===== src/rtl/demux_1x8_scan_ctrl.sv =====
// rtl/demux_1x8_scan_ctrl.sv - word-to-channel sequencer driving a 1x8 demux
//
// Accepts one 8-bit word per in_valid/in_ready handshake and walks the set
// bits of its mask in ascending order. Each visited channel n is held for
// DWELL cycles with I = in_data[n] and s = n, so bit n appears on demux y[n].
//
// Ports:
//   clk        rising-edge clock
//   rst        synchronous, active-high reset
//   in_valid   word offered
//   in_data    word to serialise, bit n routes to channel n
//   in_mask    channel enable, bit n set means channel n is visited
//   in_ready   block can accept a word (IDLE)
//   I          demux data input, registered
//   s          demux select, registered
//   ch_strobe  high on the first cycle of each channel's dwell
//   busy       word in flight (DRIVE)
//   done       one-cycle pulse when a word is finished

module demux_1x8_scan_ctrl #(
  parameter int DWELL   = 1,
  parameter int DWELL_W = 8
) (
  input  logic       clk,
  input  logic       rst,
  input  logic       in_valid,
  input  logic [7:0] in_data,
  input  logic [7:0] in_mask,
  output logic       in_ready,
  output logic       I,
  output logic [2:0] s,
  output logic       ch_strobe,
  output logic       busy,
  output logic       done
);

  typedef enum logic [1:0] {
    ST_IDLE  = 2'd0,
    ST_DRIVE = 2'd1,
    ST_DONE  = 2'd2
  } state_t;

  localparam logic [DWELL_W-1:0] DWELL_LAST = DWELL_W'(DWELL - 1);

  state_t             state_q;
  state_t             state_d;
  logic [7:0]         data_q;
  logic [7:0]         mask_q;
  logic [DWELL_W-1:0] cnt_q;

  logic       accept;
  logic       dwell_end;
  logic [3:0] first_hit;
  logic [3:0] next_hit;
  logic       has_first;
  logic       has_next;
  logic [2:0] first_idx;
  logic [2:0] next_idx;

  // Lowest set bit of m whose index is >= floor. Returns {found, index}.
  // Scanning downward lets the last match win, which is the lowest index.
  // A floor of 8 yields no match, which is how channel 7 ends the word.
  function automatic logic [3:0] find_from(input logic [7:0] m, input logic [3:0] floor);
    logic [3:0] r;
    r = 4'b0000;
    for (int i = 7; i >= 0; i--) begin
      if (m[i] && (4'(i) >= floor)) begin
        r = {1'b1, 3'(i)};
      end
    end
    return r;
  endfunction

  assign accept    = in_valid && (state_q == ST_IDLE);
  assign dwell_end = (cnt_q == DWELL_LAST);

  assign first_hit = find_from(in_mask, 4'd0);
  assign next_hit  = find_from(mask_q, {1'b0, s} + 4'd1);
  assign has_first = first_hit[3];
  assign first_idx = first_hit[2:0];
  assign has_next  = next_hit[3];
  assign next_idx  = next_hit[2:0];

  // State register
  always_ff @(posedge clk) begin
    if (rst) begin
      state_q <= ST_IDLE;
    end else begin
      state_q <= state_d;
    end
  end

  // Next-state logic
  always_comb begin
    state_d = state_q;
    case (state_q)
      ST_IDLE: begin
        if (accept) begin
          state_d = has_first ? ST_DRIVE : ST_DONE;
        end
      end
      ST_DRIVE: begin
        if (dwell_end && !has_next) begin
          state_d = ST_DONE;
        end
      end
      ST_DONE: begin
        state_d = ST_IDLE;
      end
      default: begin
        state_d = ST_IDLE;
      end
    endcase
  end

  // State-decoded outputs
  always_comb begin
    in_ready = 1'b0;
    busy     = 1'b0;
    done     = 1'b0;
    case (state_q)
      ST_IDLE:  in_ready = 1'b1;
      ST_DRIVE: busy     = 1'b1;
      ST_DONE:  done     = 1'b1;
      default:  in_ready = 1'b0;
    endcase
  end

  // Registered demux pins and word storage. I and s are computed one edge
  // ahead so the demux only ever sees clean, edge-aligned transitions.
  // s is left alone outside DRIVE so it keeps the last channel visited.
  always_ff @(posedge clk) begin
    if (rst) begin
      data_q    <= 8'h00;
      mask_q    <= 8'h00;
      cnt_q     <= '0;
      s         <= 3'd0;
      I         <= 1'b0;
      ch_strobe <= 1'b0;
    end else begin
      case (state_q)
        ST_IDLE: begin
          I         <= 1'b0;
          ch_strobe <= 1'b0;
          if (accept) begin
            data_q <= in_data;
            mask_q <= in_mask;
            cnt_q  <= '0;
            if (has_first) begin
              s         <= first_idx;
              I         <= in_data[first_idx];
              ch_strobe <= 1'b1;
            end
          end
        end
        ST_DRIVE: begin
          if (dwell_end) begin
            cnt_q <= '0;
            if (has_next) begin
              s         <= next_idx;
              I         <= data_q[next_idx];
              ch_strobe <= 1'b1;
            end else begin
              I         <= 1'b0;
              ch_strobe <= 1'b0;
            end
          end else begin
            cnt_q     <= cnt_q + 1'b1;
            ch_strobe <= 1'b0;
          end
        end
        default: begin
          I         <= 1'b0;
          ch_strobe <= 1'b0;
        end
      endcase
    end
  end

endmodule

===== config.mk =====
export PLATFORM = sky130hd
export DESIGN_NAME = demux_1x8_scan_ctrl
export DESIGN_NICKNAME = d
export VERILOG_FILES = /design/src/rtl/demux_1x8_scan_ctrl.sv
export SDC_FILE = /design/constraint.sdc
export NUM_CORES = 1
export LEC_CHECK = 0
export BUFFER_PORTS_ARGS = -buffer_cell sky130_fd_sc_hd__buf_4
export CAP_MARGIN = 0
export CORE_UTILIZATION = 44
export DETAILED_ROUTE_END_ITERATION = 12
export GPL_TIMING_DRIVEN = 0
export PLACE_DENSITY = 0.7
export SKIP_CTS_REPAIR_TIMING = 1
export SYNTH_ARGS = -nofsm -noshare
export SYNTH_HDL_FRONTEND = slang
export SYNTH_SLANG_ARGS = --single-unit

===== constraint.sdc =====
create_clock -name clk -period 2.5 [get_ports clk]
set_input_delay 0 -clock clk [delete_from_list [all_inputs] [get_ports clk]]
set_output_delay 0 -clock clk [all_outputs]
set_load 0.01 [all_outputs]

==> qor.yml, run 1 <==
setup_tns_ns: 0
grt_pass1_wl_um: 7300
die_height_um: 65.4
skew_ns: 0.00277
synth_ff_type: "dfxtp_1"
start_kind: "flop"
placement_rows: 22
pin_count: 27
period_share_pct: 92.6
route.vias.total: 1778
dp_hpwl_um: 3210
grt_max_degree: 11
dpl_worst_slack_ns: 0.0867
pwr-share-clk_pct: 29.9
post_drt_wl_per_cell_um: 13.8
cp.arrival_ns: 2.51
cts_made_buffers: 5
async_reset_ff_share_pct: 0
path_max_fanout: 8
power_frac_seq_pct: 35.9
finalHoldViolations: 3
drive_above_1_share_pct: 19.9
layout_setup_ws_ns: 0.184
port_buffers: 26
antenna_left: 0
cp-end-kind: "flop"
finalNetCount: 305
route.detailed.drc: 0
max-cap-violations: 0
clockBufferDepth: 2
crit_type: "flop to flop"
whs_ns: -0.0106
cts_sinks: 31
worstSkewPairLatency_ns: 0.28
finalWirelength_um: 4540
layout_common_cells: "nand2_1 (49), dfxtp_1 (29), buf_4 (28), nor2_1 (27), a21oi_1 (27)"
syn_area_sq_um: 1770
start_util_pct: 46.9
powerDensity_nw_per_um2: 752
worstPathRequired_ns: 2.69
slew_headroom_pct: 54.2
finalWorstPathRequiredPeriod_ns: 2.32
combPwrFrac_pct: 34.3
grt_pass1_vias: 1589
ys_ff_latch: 31
violations: "hold timing"
switching_share_pct: 33.7
syn_area_per_cell_sq_um: 7.50
p_sw_mw: 0.577
syn_inst: 236
antenna_found_initial: 0
antenna_cells: 0
grt-ovfl-total: 0
clkTransAtPathRegs_ns: 0.07
firstDrtPassIters: 4
core_region_area_sq_um: 3770
tightest_slew_ns: 0.680
finalMaxSlewViolations: 0
min_path_type: "input port to flop"
status: "complete, but fails checks"
rsz0062_at_grt: "false"
p_leak_nw: 0.907
htree_levels: 2
yosys_warnings: 0
fp.dieW_um: 65.4
gp_congestion: 0.868
grt_usage_pct: 22.7
p_int_mw: 1.13
area_delta_synth_final_pct: 28.4
max-vdd-ir-drop_v: 0.000447
synth_nets: 261
design.die.area_sq_um: 4280
synth_cell_types: 48
ys_seq_area_share_pct: 35.1
power.total_mw: 1.71
ctsRootBufferMaster: "clkbuf_8"
synth-edff-count: 0
setup_violations: 0
clock.fmax_mhz: 432
viasPerCell: 5.40
cts_tree: "done"
layout_commonest_cell: "nand2_1"
drt_iter0_markers: 70
state kept, by name, indices dropped and copies added (netlist names):
| signal | count |
|---|---|
| I | 1 |
| ch_strobe | 1 |
| cnt_q | 8 |
| data_q | 8 |
| mask_q | 8 |
| s | 3 |
| state_q | 2 |
cells in the mapped netlist (6+ instances only):
master | count | area share [%]
a211oi_1 | 6 | 2.5
nand2_1 | 49 | 10
nor2_1 | 27 | 5.7
clkbuf_1 | 6 | 1.3
o21ai_0 | 10 | 2.8
inv_1 | 7 | 1.5
nor3_1 | 6 | 1.7
a21oi_1 | 27 | 7.6
ha_1 | 6 | 4.2
dfxtp_1 | 31 | 35
worst paths after layout:
path               from  slack, ns   endpoint  depth (start not counted)
min reg2reg   data_q[2]       0.45  data_q[2]                          2
max reg2reg        s[0]       0.18          I                          8
min          in_mask[7]      -0.01  mask_q[7]                          3
max                s[0]       0.18          I                          8
layer usage:
metal / part of all wire (%) / vias to the layer above / track usage, % / wire (um)
met1: 49 / 797 / 31.3 / 2220
li1: - / 927 / - / -
met4: 1.6 / 0 / 8.15 / 74
met2: 45 / 48 / 34.1 / 2050
met5: 0 / - / 0 / 0
met3: 4.4 / 6 / 5.73 / 198
layout make-up:
class                      instances  area [sq um]
sequential                        31           623
tap                               48          60.1
multi-input combinational        191          1120
buffer                             7          26.3
inverter                           7          26.3
fill                             347          1500
timing repair buffer              37           300
clock buffer                       6          82.6
clock inverter                     2          35.0
through the flow:
step	instances	cell area [sq um]	util [%]	hold WS, ns
2_1_floorplan	236	1770	-	0.136
3_3_place_gp	310	2020	53.7	0.260
3_5_place_dp	310	2020	53.7	0.265
4_1_cts	318	2140	56.8	-0.0363
5_1_grt	329	2270	60.2	0.0000954
6_report	329	2270	60.2	-0.0106
critical path, cell delays in order, from the launching register on:
cell,delay (ns)
dfxtp_2,0.36
ha_2,0.23
and2_2,0.20
a21oi_2,0.33
o21ai_0,0.18
o221ai_2,0.31
mux2i_1,0.15
and3_2,0.23
o31ai_1,0.23
power by group through the flow:
stage                     clock (mW)  combinational, mW  sequential [mW]
after CTS                      0.519              0.539            0.608
after detailed placement           0              0.534            0.619
after global placement             0              0.529            0.617
after global routing           0.544              0.652            0.622
after floorplan                    0              0.362            0.611
final                          0.510              0.586            0.613
cell families after synthesis:
family,share of synthesized area (%)
AOI/OAI and AO/OA,27.7
xor gates and xnor gates,0.495
adders and majority gates,4.24
buffers and inverters,2.97
DFF,35.1
muxes,2.33
and+or+nand+nor,27.2
(Power assumes the default switching activity.)
==> run 2, diff against run 1 <==
- ABC_AREA: not set -> 1
==> qor.yml, run 2 <==
dpl_worst_slack_ns: 0.336
area_delta_synth_final_pct: 19.7
grt-ovfl-total: 0
grt_max_degree: 11
reg.largest.list: "cnt_q: 8 flops, data_q: 8 flops, mask_q: 8 flops"
grt_pass1_vias: 1513
htree_levels: 2
syn_area_sq_um: 1850
antenna_found_initial: 0
min_path_type: "input port to flop"
synth_top_area_share_pct: 33.5
finalHoldViolations: 7
path_max_fanout: 7
setup_tns_ns: 0
p_leak_nw: 0.999
antenna_left: 0
synth_cell_types: 33
cp-end-kind: "flop"
post-route-util_pct: 55.0
slowest_delay_ns: 0.47
fp.dieW_um: 66.9
crit_type: "flop to flop"
viasPerCell: 5.00
route.detailed.drc: 0
slew_headroom_pct: 66.6
nFillCells: 417
path_cells: "inv_1 > ha_1 > nor2_1 > nand3_1 > nand2_2 > nand2_1 > nand2_1 > nand2_1 > nand2_1 > nand2_2 > nand2_4 > nand2_4 > nand2_1 > nand3_1 > nand2_1 > nand2_1 > nand3_1 > nand2_1 > nand2_1 > a21oi_2"
port_buffers: 26
cts_sinks: 31
fin_cells: 357
grt_usage_pct: 20.9
path_buf_inv: 1
start_kind: "flop"
finalNetCount: 332
max-cap-violations: 0
drt_iter0_markers: 84
finalWirelength_um: 4210
syn_inst: 272
grt_pass1_wl_um: 6890
violations: "hold timing"
drive_above_1_share_pct: 20.2
antenna_cells: 0
finalWorstPathRequiredPeriod_ns: 2.20
ys_ff_latch: 31
async_reset_ff_share_pct: 0
netlist_top_cells_count: "inv_1 (42), nand2_1 (42), dfxtp_1 (31)"
route.vias.total: 1784
rsz0062_at_grt: "false"
placement_rows: 23
skew_ns: 0.00657
ys_seq_area_share_pct: 33.5
layout_setup_ws_ns: 0.299
dp_hpwl_um: 3260
cpMaxStageDelayCell: "dfxtp_1"
synth.area.top_cells: "dfxtp_1 (34%), inv_1 (8.5%), nand2_1 (8.5%)"
synth-edff-count: 0
whs_ns: -0.0315
core_region_area_sq_um: 4030
pin_count: 27
finalMaxSlewViolations: 0
cts_tree: "done"
cp.arrival_ns: 2.36
synth_nets: 297
firstDrtPassIters: 4
tightest_slew_ns: 0.501
status: "complete, but fails checks"
path_common_cell: "nand2_1"
worstPathRequired_ns: 2.66
setup_violations: 0
ctsRootBufferMaster: "clkbuf_8"
clkTransAtPathRegs_ns: 0.06
start_util_pct: 46.0
layout_common_cells: "inv_1 (42), nand2_1 (42), dfxtp_1 (31), nor2_1 (27), buf_4 (26)"
cts_made_buffers: 5
synth_area_leader_cell: "dfxtp_1"
design.die.area_sq_um: 4470
syn_area_per_cell_sq_um: 6.81
synth_ff_type: "dfxtp_1"
dp.cells: 348
worstSkewPairLatency_ns: 0.29
period_share_pct: 88.1
powerDensity_nw_per_um2: 629
die_height_um: 66.9
post_drt_wl_per_cell_um: 11.8
clockBufferDepth: 2
yosys_warnings: 0
clock.fmax_mhz: 454
critical_path.top_delay_family: "simple AND/OR/NAND/NOR gates"
max-vdd-ir-drop_v: 0.000450
gp_congestion: 0.899
[run 2: final timing paths]
kind / from / slack (ns) / cells past startpoint / end
max: s[1] / 0.30 / 20 / I
min: in_data[6] / -0.03 / 3 / data_q[6]
max reg2reg: s[1] / 0.30 / 20 / I
min reg2reg: data_q[0] / 0.46 / 2 / data_q[0]
[run 2: cell type report]
cell class                      instances  area (sq um)  share of cell area (%)
Clock buffer                            6          82.6                    3.72
Clock inverter                          1          5.00                   0.226
Multi-Input combinational cell        188          1030                    46.4
Buffer                                  5          18.8                   0.846
Timing Repair Buffer                   28           215                    9.71
Inverter                               48           183                    8.24
Sequential cell                        31           621                    28.0
Tap cell                               50          62.6                    2.82
[run 2: per-layer routing]
| layer | track usage, % | up-vias | share of wire, % |
|---|---|---|---|
| met4 | 8.78 | 0 | 1.6 |
| met1 | 27.5 | 788 | 49 |
| met3 | 5.31 | 6 | 4.0 |
| li1 | - | 958 | - |
| met2 | 32.2 | 32 | 45 |
| met5 | 0 | - | 0 |
[run 2: worst register-to-register path, cell delays in order (launching register included)]
cell     delay, ns
dfxtp_1       0.47
inv_1         0.08
ha_1          0.18
nor2_1        0.20
nand3_1       0.12
nand2_2       0.10
nand2_1       0.05
nand2_1       0.05
nand2_1       0.05
nand2_1       0.06
nand2_2       0.06
nand2_4       0.09
nand2_4       0.06
nand2_1       0.06
nand3_1       0.06
nand2_1       0.07
nand2_1       0.05
nand3_1       0.07
nand2_1       0.07
nand2_1       0.07
a21oi_2       0.05
[run 2: where the power goes]
group / leakage [nW] / internal, mW / total (mW) / switching (mW)
Combinational: 0.697 / 0.161 / 0.421 / 0.261
Sequential: 0.255 / 0.539 / 0.573 / 0.0338
Clock: 0.0470 / 0.216 / 0.400 / 0.185
Total: 0.999 / 0.915 / 1.39 / 0.479
[run 2: cells by family after synthesis]
group           share of synthesized area [%]
buf+inv                                  10.9
flops                                    33.5
compound gates                           18.7
xor+xnor                                0.473
fa+ha+maj                                4.05
simple gates                             32.4
[run 2: per-stage QoR]
| stage | hold slack, ns | power [mW] | area, sq um |
|---|---|---|---|
| 2_1_floorplan | 0.142 | 0.877 | 1850 |
| 3_3_place_gp | 0.255 | 0.994 | 2110 |
| 3_5_place_dp | 0.265 | 1.00 | 2110 |
| 4_1_cts | -0.0326 | 1.40 | 2200 |
| 5_1_grt | 0.000440 | 1.49 | 2220 |
| 6_report | -0.0315 | 1.39 | 2220 |
==> run 3, diff against run 2 <==
--- a/config.mk
+++ b/config.mk
@@ -13,4 +13,5 @@
 export GPL_TIMING_DRIVEN = 0
 export PLACE_DENSITY = 0.7
+export RECOVER_POWER = 50
 export SKIP_CTS_REPAIR_TIMING = 1
 export SYNTH_ARGS = -nofsm -noshare
==> constraint.sdc (replaced) <==
create_clock -name clk -period 2.5 [get_ports clk]
set_input_delay 0 -clock clk [delete_from_list [all_inputs] [get_ports clk]]
set_output_delay 0 -clock clk [all_outputs]
set_load 0.005 [all_outputs]
==> qor.yml, run 3 (synthesis results as in run 2) <==
post_drt_wl_per_cell_um: 11.8
finalWirelength_um: 4220
slew_headroom_pct: 66.6
port_buffers: 26
htree_levels: 2
hp-start: "in_data[6]"
grt_max_degree: 11
grt_usage_pct: 20.9
slowest_delay_ns: 0.47
clock.fmax_mhz: 451
period_share_pct: 88.6
placement_rows: 23
r2r_end: "I"
design.die.area_sq_um: 4470
drive_above_1_share_pct: 19.9
tightest_slew_ns: 0.501
cts_made_buffers: 5
gp_congestion: 0.899
drt_iter0_markers: 84
reg.largest.list: "cnt_q: 8 flops, data_q: 8 flops, mask_q: 8 flops"
area_delta_synth_final_pct: 19.6
cpMaxStageDelayCell: "dfxtp_1"
ctsRootBufferMaster: "clkbuf_8"
violations: "hold timing"
cts_sinks: 31
worstSkewPairLatency_ns: 0.29
route.vias.total: 1780
grt_pass1_wl_um: 6890
route.detailed.drc: 0
worstPathRequired_ns: 2.66
antenna_found_initial: 0
cp.arrival_ns: 2.37
max-cap-violations: 0
crit_type: "flop to flop"
dp_hpwl_um: 3260
dpl_worst_slack_ns: 0.336
whs_ns: -0.0317
start_kind: "flop"
regToRegSetupSlack_ns: 0.28
grt_pass1_vias: 1513
finalNetCount: 332
clkTransAtPathRegs_ns: 0.06
start_util_pct: 46.0
fp.dieW_um: 66.9
setup_violations: 0
die_height_um: 66.9
finalWorstPathRequiredPeriod_ns: 2.22
post-route-util_pct: 55.0
p_leak_nw: 0.996
path_cells: "inv_1 > ha_1 > nor2_1 > nand3_1 > nand2_2 > nand2_1 > nand2_1 > nand2_1 > nand2_1 > nand2_2 > nand2_4 > nand2_4 > nand2_1 > nand3_1 > nand2_1 > nand2_1 > nand3_1 > nand2_1 > nand2_1 > a21oi_2"
cp-end-kind: "flop"
status: "complete, but fails checks"
antenna_cells: 0
path_common_cell: "nand2_1"
finalHoldViolations: 6
layout_common_cells: "inv_1 (42), nand2_1 (42), dfxtp_1 (31), nor2_1 (28), o21ai_0 (24)"
max-vdd-ir-drop_v: 0.000450
r2r-start: "s[1]"
antenna_left: 0
path_max_fanout: 7
core_region_area_sq_um: 4030
setup_tns_ns: 0
skew_ns: 0.00690
powerDensity_nw_per_um2: 626
rsz0062_at_grt: "false"
cts_tree: "done"
power.total_mw: 1.39
firstDrtPassIters: 4
rr_worst_depth: 20
finalMaxSlewViolations: 0
grt-ovfl-total: 0
min_to: "data_q[6]"
min_path_cells: 3
pin_count: 27
min_path_type: "input port to flop"
layout_setup_ws_ns: 0.284
clockBufferDepth: 2
viasPerCell: 4.99
==> run 3: worst max-delay path by stage <==
| stage | startpoint | cells after the start | endpoint |
|---|---|---|---|
| detailed placement | s[1] | 20 | I |
| global route | s[1] | 20 | I |
| finish | s[1] | 20 | I |
| floorplan | s[0] | 17 | I |
| CTS | s[1] | 20 | I |
| global placement | s[1] | 20 | I |
==> run 3: layout make-up <==
cell class / count / area [sq um]
fill: 418 / 1810
multi-input combinational: 188 / 1030
sequential: 31 / 621
timing repair buffer: 28 / 215
inverter: 48 / 183
clock buffer: 6 / 82.6
tap: 50 / 62.6
buffer: 5 / 18.8
clock inverter: 1 / 5.00
==> run 3: where the power goes <==
group          total, mW  switching [mW]  leakage, nW  internal [mW]
clock network      0.401           0.185       0.0470          0.216
logic              0.412           0.254        0.694          0.158
registers          0.573          0.0335        0.255          0.539
==> run 3: per-layer routing <==
metal | vias to the layer above | share of wire [%] | wire [um] | GRT usage, %
li1 | 958 | - | - | -
met1 | 790 | 50 | 2110 | 27.5
met2 | 26 | 45 | 1900 | 32.2
met3 | 6 | 3.2 | 136 | 5.31
met4 | 0 | 1.6 | 67 | 8.78
met5 | - | 0 | 0 | 0
==> run 3: through the flow <==
step,instances,cell area [sq um]
2_1_floorplan,272,1850
3_3_place_gp,348,2110
3_5_place_dp,348,2110
4_1_cts,355,2200
5_1_grt,357,2210
6_report,357,2210
==> run 3: worst max-delay path, delay by kind of cell (launching register included) <==
| family | cells | cell delay (ns) |
|---|---|---|
| AO/OA/AOI/OAI | 1 | 0.05 |
| buffers and inverters | 1 | 0.08 |
| flip-flops | 1 | 0.47 |
| adder cells (fa/ha/maj) | 1 | 0.18 |
| AND/OR/NAND/NOR | 17 | 1.29 |
